$ cat src/rtl/serial_subtractor_ctrl_if.sv
`default_nettype none
// ============================================================================
// Module   : serial_subtractor_ctrl_if
// Brief    : Start/done request and result bundle for the serial subtractor.
// Revision : 1.0
// ============================================================================
interface serial_subtractor_ctrl_if #(
   parameter int WIDTH = 8
);
   logic             start;
   logic [WIDTH-1:0] a_in;
   logic [WIDTH-1:0] b_in;
   logic             busy;
   logic             done;
   logic [WIDTH-1:0] diff;
   logic             borrow;

   modport master (
      output start, a_in, b_in,
      input  busy, done, diff, borrow
   );

   modport slave (
      input  start, a_in, b_in,
      output busy, done, diff, borrow
   );
endinterface
`default_nettype wire

$ cat src/rtl/serial_subtractor_ctrl.sv
`default_nettype none
// ============================================================================
// Module   : serial_subtractor_ctrl
// Brief    : Bit-serial WIDTH-bit unsigned subtractor, LSB first, built from
//            two chained halfSubtractor cells with a registered borrow.
// Revision : 1.0
// ============================================================================

// Half subtractor cell: s = a - b (difference), c = borrow out.
module halfSubtractor (
   input  wire  a,
   input  wire  b,
   output logic c,
   output logic s
);
   assign s = a ^ b;
   assign c = ~a & b;
endmodule

module serial_subtractor_ctrl #(
   parameter int WIDTH = 8
) (
   input  wire                       clk,
   input  wire                       rst,
   serial_subtractor_ctrl_if.slave   bus
);
   localparam int              CNT_W  = (WIDTH > 1) ? $clog2(WIDTH) : 1;
   localparam logic [CNT_W-1:0] c_last = CNT_W'(WIDTH - 1);

   typedef enum logic [1:0] {
      S_IDLE = 2'd0,
      S_RUN  = 2'd1,
      S_DONE = 2'd2
   } state_t;

   state_t           r_state;
   state_t           w_state_next;

   logic [WIDTH-1:0] r_a_sh;
   logic [WIDTH-1:0] r_b_sh;
   logic [WIDTH-1:0] r_r_sh;
   logic [WIDTH-1:0] r_diff;
   logic             r_borrow;
   logic             r_bin;
   logic [CNT_W-1:0] r_cnt;

   logic [WIDTH-1:0] w_r_next;
   logic             w_s0;
   logic             w_c0;
   logic             w_s1;
   logic             w_c1;
   logic             w_bout;
   logic             w_load;
   logic             w_run;
   logic             w_last;

   // Full-subtractor cell: (a - b) first, then minus the carried borrow.
   halfSubtractor hs0 (
      .a (r_a_sh[0]),
      .b (r_b_sh[0]),
      .c (w_c0),
      .s (w_s0)
   );

   halfSubtractor hs1 (
      .a (w_s0),
      .b (r_bin),
      .c (w_c1),
      .s (w_s1)
   );

   assign w_bout = w_c0 | w_c1;

   // Result shifts in from the MSB so the LSB-first bits land in place.
   always_comb begin
      w_r_next            = r_r_sh >> 1;
      w_r_next[WIDTH-1]   = w_s1;
   end

   always_ff @(posedge clk) begin
      if (rst) begin
         r_state <= S_IDLE;
      end else begin
         r_state <= w_state_next;
      end
   end

   always_comb begin
      w_state_next = r_state;
      w_load       = 1'b0;
      w_run        = 1'b0;
      w_last       = 1'b0;
      case (r_state)
         S_IDLE: begin
            if (bus.start) begin
               w_load       = 1'b1;
               w_state_next = S_RUN;
            end
         end
         S_RUN: begin
            w_run = 1'b1;
            if (r_cnt == c_last) begin
               w_last       = 1'b1;
               w_state_next = S_DONE;
            end
         end
         S_DONE: begin
            if (bus.start) begin
               w_load       = 1'b1;
               w_state_next = S_RUN;
            end else begin
               w_state_next = S_IDLE;
            end
         end
         default: begin
            w_state_next = S_IDLE;
         end
      endcase
   end

   always_ff @(posedge clk) begin
      if (rst) begin
         r_a_sh   <= '0;
         r_b_sh   <= '0;
         r_r_sh   <= '0;
         r_bin    <= 1'b0;
         r_cnt    <= '0;
         r_diff   <= '0;
         r_borrow <= 1'b0;
      end else if (w_load) begin
         r_a_sh   <= bus.a_in;
         r_b_sh   <= bus.b_in;
         r_r_sh   <= '0;
         r_bin    <= 1'b0;
         r_cnt    <= '0;
      end else if (w_run) begin
         r_a_sh   <= r_a_sh >> 1;
         r_b_sh   <= r_b_sh >> 1;
         r_r_sh   <= w_r_next;
         r_bin    <= w_bout;
         r_cnt    <= r_cnt + CNT_W'(1);
         if (w_last) begin
            r_diff   <= w_r_next;
            r_borrow <= w_bout;
         end
      end
   end

   assign bus.busy   = (r_state == S_RUN);
   assign bus.done   = (r_state == S_DONE);
   assign bus.diff   = r_diff;
   assign bus.borrow = r_borrow;

endmodule
`default_nettype wire

$ cat src/flat_wrapper.sv
// flat-port wrapper written by rule: the top's interface ports become plain ports
module serial_subtractor_ctrl_flat 
#(
   parameter int WIDTH = 8
)
  (clk, rst, bus_start, bus_a_in, bus_b_in, bus_busy, bus_done, bus_diff, bus_borrow);
  serial_subtractor_ctrl_if #(.WIDTH(WIDTH)) bus_i ();
  input  wire clk;
  input  wire rst;
  input wire logic [$bits(bus_i.start)-1:0] bus_start;
  input wire logic [$bits(bus_i.a_in)-1:0] bus_a_in;
  input wire logic [$bits(bus_i.b_in)-1:0] bus_b_in;
  output wire logic [$bits(bus_i.busy)-1:0] bus_busy;
  output wire logic [$bits(bus_i.done)-1:0] bus_done;
  output wire logic [$bits(bus_i.diff)-1:0] bus_diff;
  output wire logic [$bits(bus_i.borrow)-1:0] bus_borrow;
  assign bus_i.start = bus_start;
  assign bus_i.a_in = bus_a_in;
  assign bus_i.b_in = bus_b_in;
  assign bus_busy = bus_i.busy;
  assign bus_done = bus_i.done;
  assign bus_diff = bus_i.diff;
  assign bus_borrow = bus_i.borrow;
  serial_subtractor_ctrl #(.WIDTH(WIDTH)) u_core (.clk(clk), .rst(rst), .bus(bus_i));
endmodule
$ cat config.mk
export PLATFORM = sky130hd
export DESIGN_NAME = serial_subtractor_ctrl_flat
export DESIGN_NICKNAME = d
export VERILOG_FILES = /design/src/rtl/serial_subtractor_ctrl_if.sv /design/src/rtl/serial_subtractor_ctrl.sv /design/src/flat_wrapper.sv
export SDC_FILE = /design/constraint.sdc
export NUM_CORES = 1
export LEC_CHECK = 0
export CAP_MARGIN = 20
export CORE_MARGIN = 3
export CORE_UTILIZATION = 61
export CTS_CLUSTER_DIAMETER = 50
export DETAILED_ROUTE_END_ITERATION = 8
export DONT_BUFFER_PORTS = 1
export GPL_TIMING_DRIVEN = 0
export PLACE_DENSITY = 0.8
export SYNTH_ARGS = -nofsm -noshare
export SYNTH_HDL_FRONTEND = slang
export SYNTH_SLANG_ARGS = --single-unit
$ cat constraint.sdc
create_clock -name clk -period 1.4 [get_ports clk]
set_input_delay 0 -clock clk [delete_from_list [all_inputs] [get_ports clk]]
set_output_delay 0 -clock clk [all_outputs]
set_load 0.05 [all_outputs]
==> results of run 1 <==
[power by group through the flow]
stage               combinational, mW  clock (mW)  sequential, mW
floorplan                       0.231           0            1.18
global placement                0.268           0            1.18
detailed placement              0.279           0            1.19
CTS                             0.323       0.738            1.16
global route                    0.410       0.800            1.17
finish                          0.382       0.743            1.17
[Yosys cell counts]
library cell	n
xnor2_1	1
dfxtp_1	38
a311oi_2	4
a22oi_1	2
clkbuf_1	2
a211oi_2	1
nand3_2	8
mux2i_1	1
fa_1	1
buf_2	6
nand3b_1	1
inv_4	1
inv_1	2
nand3_1	3
nor2_1	7
nand2_1	33
buf_4	3
buf_6	3
a21oi_2	8
nor3_1	19
nand2b_1	3
o22ai_1	9
o21a_1	1
nor2b_1	2
ha_1	2
buf_12	1
a21oi_1	13
[sequential cells by signal, indices dropped and copies added, names as in the netlist]
register,flops
u_core.bus.borrow,1
u_core.bus.diff,8
u_core.r_a_sh,8
u_core.r_b_sh,8
u_core.r_bin,1
u_core.r_cnt,3
u_core.r_r_sh,7
u_core.r_state,2
[logic make-up after synthesis]
| logic type | Yosys count | synth area share [%] |
|---|---|---|
| simple gates | 76 | 23.4 |
| compound gates | 38 | 17.7 |
| flops | 38 | 47.0 |
| buf+inv | 18 | 7.89 |
| fa+ha+maj | 3 | 2.78 |
| xor+xnor | 1 | 0.541 |
| mux | 1 | 0.619 |
[stage by stage]
step / TNS, ps / total power, mW
global route: -8.19 / 2.38
finish: 0 / 2.29
floorplan: 0 / 1.41
global placement: 0 / 1.45
CTS: 0 / 2.22
detailed placement: 0 / 1.46
[worst paths after layout]
kind,slack (ps),end,cells past startpoint
max,60,u_core.bus.diff[0],6
max reg2reg,60,u_core.bus.diff[0],6
min reg2reg,460,u_core.bus.diff[1],2
min,80,u_core.r_b_sh[7],3
[metal layers]
metal / global-route usage (%) / vias up
li1: - / 667
met1: 29.4 / 654
met2: 36.8 / 58
met3: 9.73 / 8
met4: 8.28 / 0
met5: 0 / -
[cell type report]
| class | instances | area share, % |
|---|---|---|
| multi-input cells | 119 | 36.2 |
| repair buffers | 24 | 12.9 |
| clock buffers | 5 | 1.85 |
| flip-flops and latches | 38 | 37.8 |
| plain buffers | 15 | 6.80 |
| clock inverters | 3 | 1.98 |
| well taps | 30 | 1.85 |
| inverters | 3 | 0.680 |
[critical path: stages, from the launching register on]
cell	delay, ps
dfxtp_1	340
ha_1	200
ha_1	230
nand3b_1	100
buf_4	160
nand2_1	90
a21oi_2	170
[repair_timing]
item / 4_1_cts / 5_1_grt
hold buffers: 18 / 0
hold endpoints to repair: 18 / 0
setup endpoints to repair: 2 / 13
gates resized for setup: 3 / 7
buffers inserted: 0 / 4
gates cloned: 0 / 2
pin swaps: 0 / 1
==> reports/metrics.csv, run 1 <==
metric;value;unit
min-delay src;bus_start;
Iter 0 DRT Violations;68;
die width;57.5;um
placed cells;205;
dpl cell area;0.00166;mm2
Hold Worst Slack;83.9;ps
worst slew pin tran;549;ps
DR WL/cell;17.1;um
gp weighted congestion;0.794;
max-slew violation count;0;
cell internal pwr;1.69;mW
Clock Pin Slew Worst Setup and Hold Paths;110;ps
Met1 Wirelength;1650;um
clock latency on the worst-skew pair;350;ps
Arr. time, crit path;1630;ps
FF/Latch Area;766;um2
wire length on met3;303;um
Cell variety after synth;27;
Leak;0.710;nW
cell count after synthesis;175;
# fillers;141;
Antenna Cells;0;
Total Wirelength;4040;um
layout cells sized above 1;25.1;%
final setup violation count;0;
Multi-input gate area;732;um2
Layout Skew;14.8;ps
Slew HR;63.3;%
dpl hpwl;2340;um
first-pass GRT wire length;5930;um
Layout Cells excl Fill;237;
Core Area;0.00250;mm2
Max-Cap Viols;0;
max layer used;met4;
Flop pwr share;50.9;%
I/O pins;30;
htree depth;2;
synth warn;0;
number of routed nets with antenna violations;0;
Syn Nets;197;
most frequent cells in the layout;dfxtp_1 (36), nand2_1 (33), nor3_1 (19);
Final Hold Viols;0;
Die Ht;57.5;um
total grt overflow;0;
CTS Buffer Depth;2;
post-route cell area;0.00202;mm2
Port Buf Inserts;0;
row cnt;18;
Combinational Power Share;16.7;%
Clock power frac;32.4;%
Layout Utilization;81.0;%
Synth top area share;47.0;%
pin count of the biggest net entering global routing;13;
Post-Syn Area;0.00162;mm2
synthesis-to-finish area growth;25.1;%
initial antenna violation count;0;
crit start category;register;
vias in the first global route;1328;
Met2 Routed Length;2010;um
mean post-synth cell area;9.24;um2
GR Util All Layers;23.6;%
most common cell after layout, fill and taps aside;dfxtp_1;
FF-to-FF Start;u_core.r_cnt[0];
switching share of power;26.5;%
crit share post-route;96.0;%
outcome;complete, no violations;
fmax;744;MHz
DRT Pass-1 Iters;4;
post-layout minimum cycle time;1340;ps
Vias;1387;
Die ar.;0.00331;mm2
largest area contributor in the netlist;dfxtp_1;
top post-synthesis cells by area;dfxtp_1 (47%), nand2_1 (7.7%), nor3_1 (5.9%);
peak supply drop;0.00161;V
power density cells;1130;mW/mm2
Net Sw Power;0.608;mW
nets;228;
CTS tree;yes;
register area share after synthesis;47.0;%
largest fanout on the critical path;9;
pre-CTS WS;31.0;ps
via/cell ratio;5.85;
HP Class;input port to register;
FF+latch count, synth;38;
CTS Root Cell;clkbuf_4;
Num CTS Buffers;5;
critical path class;register to register;
CP Capture Type;register;
crit path launch;u_core.r_cnt[0];
final worst setup slack;55.5;ps
Starting Density;64.7;%
TritonCTS Sinks;38;
Worst Path Required;1680;ps
Remaining DRCs;0;
No activity file was read; power rests on OpenSTA's default activity.
==> run 2: changes to the inputs <==
Settings changed: HOLD_SLACK_MARGIN from default to 0.12.
==> reports/metrics.csv, run 2 (synthesized netlist as in run 1, its figures left out) <==
metric;value;unit;change
Hold Worst Slack;348;ps;was 83.9 ps
via/cell ratio;5.96;;was 5.85
most common cell after layout, fill and taps aside;dfxtp_1;;unchanged
Layout Skew;15.1;ps;was 14.8 ps
Layout Cells excl Fill;237;;unchanged
Die ar.;0.00331;mm2;unchanged
Max-Cap Viols;0;;unchanged
CTS tree;yes;;unchanged
outcome;complete, no violations;;unchanged
vias in the first global route;1323;;was 1328
worst path bufs/invs;1;;unchanged
Slew HR;63.3;%;about the same
cell internal pwr;1.69;mW;about the same
GR Util All Layers;23.5;%;was 23.6%
CTS Buffer Depth;2;;unchanged
Fin Setup TNS;0;ps;unchanged
fmax;744;MHz;about the same
crit start category;register;;unchanged
Layout Utilization;81.0;%;unchanged
Iter 0 DRT Violations;64;;was 68
initial antenna violation count;0;;unchanged
synthesis-to-finish area growth;25.1;%;unchanged
Leak;0.710;nW;unchanged
DRT Pass-1 Iters;4;;unchanged
max-slew violation count;0;;unchanged
Final Hold Viols;0;;unchanged
pre-CTS WS;31.0;ps;unchanged
HP Class;input port to register;;unchanged
Met2 Routed Length;2040;um;was 2010 um
post-layout minimum cycle time;1340;ps;about the same
Net Sw Power;0.610;mW;was 0.608 mW
layout cells sized above 1;25.1;%;unchanged
dpl hpwl;2340;um;unchanged
peak supply drop;0.00160;V;was 0.00161 V
Remaining DRCs;0;;unchanged
Port Buf Inserts;0;;unchanged
Vias;1413;;was 1387
Max stage delay cell, worst path;dfxtp_1;;unchanged
final worst setup slack;56.4;ps;was 55.5 ps
nets;228;;unchanged
wire length on met3;295;um;was 303 um
I/O pins;30;;unchanged
Starting Density;64.7;%;unchanged
Clock Pin Slew Worst Setup and Hold Paths;130;ps;was 110 ps
critical path class;register to register;;unchanged
crit share post-route;96.0;%;about the same
htree depth;2;;unchanged
pin count of the biggest net entering global routing;13;;unchanged
Clock power frac;32.6;%;was 32.4%
power density cells;1130;mW/mm2;about the same
Combinational Power Share;16.5;%;was 16.7%
clock latency on the worst-skew pair;360;ps;was 350 ps
Total Wirelength;3990;um;was 4040 um
critical path's top delay family;adder cells;;unchanged
max layer used;met4;;unchanged
gp weighted congestion;0.794;;unchanged
TritonCTS Sinks;38;;unchanged
Worst Path Required;1680;ps;about the same
placed cells;205;;unchanged
CTS Root Cell;clkbuf_4;;unchanged
largest fanout on the critical path;9;;unchanged
Met1 Wirelength;1590;um;was 1650 um
row cnt;18;;unchanged
final setup violation count;0;;unchanged
cell chain of the critical path;ha_1 -> ha_1 -> nand3b_1 -> buf_4 -> nand2_1 -> a21oi_2;;unchanged
Die Ht;57.5;um;unchanged
Core Area;0.00250;mm2;unchanged
Antenna Cells;0;;unchanged
number of routed nets with antenna violations;0;;unchanged
Most Frequent Cell on Critical Path;ha_1;;unchanged
Arr. time, crit path;1630;ps;about the same
DR WL/cell;16.8;um;was 17.1 um
worst slew pin tran;548;ps;was 549 ps
die width;57.5;um;unchanged
slowest stage delay, CP;340;ps;about the same
total grt overflow;0;;unchanged
most frequent cells in the layout;dfxtp_1 (36), nand2_1 (33), nor3_1 (19);;unchanged
Flop pwr share;50.9;%;about the same
switching share of power;26.6;%;was 26.5%
Num CTS Buffers;5;;unchanged
first-pass GRT wire length;5890;um;was 5930 um
CP Capture Type;register;;unchanged
-- run 2: routing by layer --
metal | global-route usage, % | up-vias
li1 | - | 665
met5 | 0 | -
met4 | 8.28 | 0
met2 | 36.6 | 62
met1 | 29.1 | 676
met3 | 9.73 | 10
-- run 2: worst register-to-register path: stages (launching register included) --
cell	delay (ps)
dfxtp_1	340
ha_1	200
ha_1	230
nand3b_1	100
buf_4	160
nand2_1	90
a21oi_2	170
-- run 2: power groups by stage --
stage               registers, mW  clock network, mW  logic, mW
CTS                          1.16              0.738      0.323
global route                 1.17              0.800      0.409
detailed placement           1.19                  0      0.279
floorplan                    1.18                  0      0.231
global placement             1.18                  0      0.268
finish                       1.17              0.748      0.380
-- run 2: final timing paths --
check             depth (start not counted)  slack (ps)                 end             start
setup / recovery                          6          60  u_core.bus.diff[0]   u_core.r_cnt[0]
hold / removal                            3         350    u_core.r_a_sh[7]       bus_a_in[7]
setup reg to reg                          6          60  u_core.bus.diff[0]   u_core.r_cnt[0]
hold reg to reg                           2         460  u_core.bus.diff[1]  u_core.r_r_sh[2]
-- run 2: timing repair --
item,in CTS,in global routing
pin swaps,0,1
hold endpoints to repair,18,0
hold buffers,18,0
endpoints found under the setup margin,2,13
gates cloned,0,2
setup buffers,0,4
gates resized for setup,3,7
-- run 2: layout make-up --
cell class                      count  area, um2
Tap cell                           30       37.5
Clock inverter                      3       40.0
Timing Repair Buffer               24        260
Fill cell                         141        475
Buffer                             15        138
Multi-Input combinational cell    119        732
Sequential cell                    38        766
Inverter                            3       13.8
Clock buffer                        5       37.5
-- run 2: through the flow --
stage	total power, mW	instance area [um2]
after floorplan	1.41	1620
after global placement	1.45	1660
after detailed placement	1.46	1660
after CTS	2.22	1920
after global routing	2.38	2020
final	2.30	2020
